`src/rtl/btn_debounce.sv`:
```
// btn_debounce: synchronises and debounces an active-low button into press/release/hold events and a press count
module btn_debounce #(
  parameter logic [23:0] DEBOUNCE_CYCLES = 24'd240000,
  parameter logic [23:0] HOLD_CYCLES     = 24'd12000000
) (
  input  logic       clk,
  input  logic       rst,
  input  logic       btn_n,
  output logic       pressed,
  output logic       press_pulse,
  output logic       release_pulse,
  output logic       hold_pulse,
  output logic       held,
  output logic [7:0] press_count
);
  localparam logic [2:0] IDLE         = 3'd0;
  localparam logic [2:0] PRESS_WAIT   = 3'd1;
  localparam logic [2:0] PRESSED      = 3'd2;
  localparam logic [2:0] HELD         = 3'd3;
  localparam logic [2:0] RELEASE_WAIT = 3'd4;
  logic        s1, s2, btn_s, db_done, hold_done, press_go;
  logic [2:0]  state, state_nx;
  logic [23:0] db_cnt, db_nx, hold_cnt, hold_nx;
  assign btn_s     = ~s2;
  assign db_done   = db_cnt == DEBOUNCE_CYCLES - 24'd1;
  assign hold_done = hold_cnt == HOLD_CYCLES - 24'd1;
  assign press_go  = state == PRESS_WAIT && state_nx == PRESSED;
  always_comb begin
    state_nx = state;
    db_nx    = db_cnt;
    hold_nx  = hold_cnt;
    case (state)
      IDLE:
        if (btn_s) begin
          state_nx = PRESS_WAIT;
          db_nx    = '0;
        end
      PRESS_WAIT:
        if (!btn_s) state_nx = IDLE;
        else if (db_done) begin
          state_nx = PRESSED;
          hold_nx  = '0;
        end else db_nx = db_cnt + 24'd1;
      PRESSED:
        if (!btn_s) begin
          state_nx = RELEASE_WAIT;
          db_nx    = '0;
        end else if (hold_done) state_nx = HELD;
        else hold_nx = hold_cnt + 24'd1;
      HELD:
        if (!btn_s) begin
          state_nx = RELEASE_WAIT;
          db_nx    = '0;
        end
      RELEASE_WAIT:
        if (btn_s) state_nx = held ? HELD : PRESSED;
        else if (db_done) state_nx = IDLE;
        else db_nx = db_cnt + 24'd1;
      default: state_nx = IDLE;
    endcase
  end
  // outputs are registered from the next state so nothing combinational reaches them from btn_n
  always_ff @(posedge clk or posedge rst) begin
    if (rst) begin
      s1            <= 1'b1;
      s2            <= 1'b1;
      state         <= IDLE;
      db_cnt        <= '0;
      hold_cnt      <= '0;
      pressed       <= 1'b0;
      held          <= 1'b0;
      press_pulse   <= 1'b0;
      release_pulse <= 1'b0;
      hold_pulse    <= 1'b0;
      press_count   <= '0;
    end else begin
      s1            <= btn_n;
      s2            <= s1;
      state         <= state_nx;
      db_cnt        <= db_nx;
      hold_cnt      <= hold_nx;
      pressed       <= state_nx == PRESSED || state_nx == HELD || state_nx == RELEASE_WAIT;
      held          <= state_nx == HELD || (state_nx == RELEASE_WAIT && held);
      press_pulse   <= press_go;
      release_pulse <= state == RELEASE_WAIT && state_nx == IDLE;
      hold_pulse    <= state == PRESSED && state_nx == HELD;
      press_count   <= press_count + {7'd0, press_go};
    end
  end
endmodule

```
`config.mk`:
```
export PLATFORM = sky130hd
export DESIGN_NAME = btn_debounce
export DESIGN_NICKNAME = d
export VERILOG_FILES = /design/src/rtl/btn_debounce.sv
export SDC_FILE = /design/constraint.sdc
export NUM_CORES = 1
export LEC_CHECK = 0
export ABC_AREA = 1
export BUFFER_PORTS_ARGS = -buffer_cell sky130_fd_sc_hd__buf_2
export CORE_MARGIN = 5
export CORE_UTILIZATION = 45
export CTS_CLUSTER_DIAMETER = 200
export CTS_CLUSTER_SIZE = 28
export DETAILED_ROUTE_END_ITERATION = 10
export GPL_TIMING_DRIVEN = 0
export SLEW_MARGIN = 40
export SYNTH_ARGS = -nofsm -noshare
export SYNTH_HDL_FRONTEND = slang
export SYNTH_SLANG_ARGS = --single-unit
```
`constraint.sdc`:
```
create_clock -name clk -period 2.6 [get_ports clk]
set_input_delay 0.13 -clock clk [delete_from_list [all_inputs] [get_ports clk]]
set_output_delay 0.13 -clock clk [all_outputs]
set_load 0.005 [all_outputs]
```
==> results.yml <==
cts:
  numCtsBuffers: 9
  cts_sinks: 66
  clock-root-buffer: "clkbuf_8"
  h-tree-depth: 3
  cts_tree: "done"
  clock_latency_ps: 350
  path_clk_slew_ps: 80
  cts_buffer_depth: 2
synthesis:
  synth.distinct_cells: 35
  netlist_instances: 604
  ys_ff_latch: 66
  yosys_warnings: 0
  synthesis.area_mm2: 0.00427
  synthArstFlopShare_pct: 100
  ys_seq_area_share_pct: 38.8
  postSynthAreaPerCell_um2: 7.07
  synth_fp_nets: 611
  synth_top_flop_cell: "dfrtp_1"
  synth_edf_count: 0
routing:
  drc_errors: 0
  drt_iter0_drc: 304
  firstDrtPassIters: 5
  ant_nets: 0
  wirelength_mm: 10.2
  m1WireLength_mm: 5.33
  top_layer: "met4"
  met3_length_um: 523
  vias_per_cell: 4.98
  wl_met2_mm: 4.24
  wl_per_cell_um: 13.3
  route.vias.total: 3821
setup_path:
  cp-end-kind: "flop"
  path_max_fanout: 7
  critPathArrivalTime_ps: 2640
  path_class: "reg2reg"
  start_kind: "flop"
  required_ps: 2870
final_layout:
  syn_to_final_growth_pct: 11.3
  final_cells: 767
  n_antenna_cell: 0
  layout-drive-gt1-share_pct: 15.4
  nets: 640
placed_design:
  dp_slack_ps: 46.1
  portBuffers: 15
  place_inst: 749
  dp_hpwl_mm: 7.55
  routabilityCongestion: 0.890
timing:
  tightest_slew_ps: 587
  grt_setup_unrepaired: "false"
  fmax_mhz: 421
  slew_viol_final: 0
  layout_setup_ws_ps: 227
  fin_crit_ps: 2370
  fin_skew_ps: 14.8
  hold_violations: 0
  fin_crit_sh_pct: 91.3
  maxSlewHeadroom_pct: 60.8
  setup_viol: 0
floorplanning:
  rows: 35
  die-area_mm2: 0.0115
  dieHeight_um: 107
  initial_utilization_pct: 46.2
  core_area_mm2: 0.00924
  ioPinCount: 16
  die_w_um: 107
pwr:
  powerDensity_mw_per_mm2: 421
  p_leak_nw: 2.11
  ir_worst_vdd_uv: 237
global_routing:
  grt_pass1_vias: 3552
  gr-total-overflow: 0
  antenna_found_initial: 0
  grt_usage_pct: 19.0
  grt_max_degree: 41
  grt_pass1_wl_mm: 17.4
outcome:
  outcome: "complete, no violations"
flow_run:
  drv_cap: 0
min_path:
  hold_path.class: "in2async"
placed cells by master (no fill, tap or decap), types with 2 or more instances in the layout:
cell type,count
a21oi_1,3
nand2_2,11
clkbuf_8,10
clkinvlp_4,2
nor2_4,5
clkinv_2,2
clkinv_4,2
ha_1,3
o21ai_0,13
buf_6,5
nand3_4,3
inv_1,51
o21ai_1,2
a21o_1,2
o21ai_2,21
xor2_1,24
nand4_1,7
nand2_1,195
inv_2,6
nor2_1,110
nor2_2,3
nand3_1,44
dfstp_2,2
xnor2_1,6
dfrtp_1,63
clkbuf_1,3
nor3_1,5
dlygate4sd3_1,2
buf_2,17
kinds of logic after synthesis:
family                   synth area share [%]
AND/OR/NAND/NOR                          39.4
flip-flops                               38.8
buffers and inverters                    7.21
XOR/XNOR                                 6.16
adder cells (fa/ha/maj)                  1.17
AO/OA/AOI/OAI                            7.27
worst paths after layout:
path | startpoint | end | slack [ps] | depth (start not counted)
setup reg to reg | db_cnt[0] | press_count[7] | 230 | 10
max in group asynchronous | rst | db_cnt[0] | 1800 | 4
min in group clk | s1 | s2 | 360 | 0
hold / removal | rst | press_count[7] | 280 | 3
setup / recovery | db_cnt[0] | press_count[7] | 230 | 10
hold reg to reg | s1 | s2 | 360 | 0
power by group:
group	internal, mW	leakage (nW)	switching, mW
registers	1.04	0.911	0.0139
clock network	0.372	0.0882	0.435
logic	0.0419	1.11	0.105
total	1.45	2.11	0.553
cells in the mapped netlist (all sizes together) (2+ instances only):
cell    count  area share, %
a21oi       3           0.35
buf         8            1.7
ha          4            1.2
inv        58            5.1
nand2     207             19
xnor2       6            1.2
nor3        5           0.59
nand3      48            6.6
nor4        2           0.29
xor2       24            4.9
nor2      118             11
dfrtp      64             38
nand4       7            1.0
o21ai      36            6.1
dfstp       2            1.2
a21o        2           0.35
clkbuf      4           0.38
registers in the layout, summed over array words and instances, names as in the netlist:
name,cells
db_cnt,24
held,1
hold_cnt,24
hold_pulse,1
press_count,8
press_pulse,1
pressed,1
release_pulse,1
s1,1
s2,1
state,3
critical path, cell delays in order (launching register included):
cell     delay (ps)
dfrtp_2         440
ha_4            200
nand3_4         150
nor4_2          320
nand4_1         150
nor2_2          160
ha_1            180
and3_1          240
nand4_1         150
nor2_1          140
xor2_1          160
layer usage:
metal,vias to the layer above,track usage (%)
met5,-,0
met4,0,5.23
met3,10,3.12
met2,78,27.5
met1,1788,29.2
li1,1945,-
through the flow:
| stage | util [%] | hold slack, ps | area, µm² | TNS (ps) | power (mW) |
|---|---|---|---|---|---|
| floorplan | - | 134 | 4270 | 0 | 1.17 |
| global placement | 48.7 | 238 | 4500 | -5000 | 1.20 |
| detailed placement | 49.0 | 101 | 4530 | 0 | 1.21 |
| CTS | 51.2 | 272 | 4730 | 0 | 2.03 |
| global route | 51.4 | 313 | 4750 | 0 | 2.10 |
| finish | 51.4 | 283 | 4750 | 0 | 2.00 |
timing repair:
action                     in CTS  in global routing
hold endpoints to repair       27                  0
setup buffers                   0                  0
hold buffers                    2                  0
setup endpoints to repair       0                  3
resized for setup               0                  5
cell type report:
cell class	count	area, µm²
clock inverters	6	42.5
flip-flops and latches	66	1660
clock buffers	10	138
well taps	129	161
multi-input cells	468	2330
fillers	924	4490
repair buffers	18	115
plain buffers	12	90.1
inverters	58	223
(Power assumes the default switching activity.)
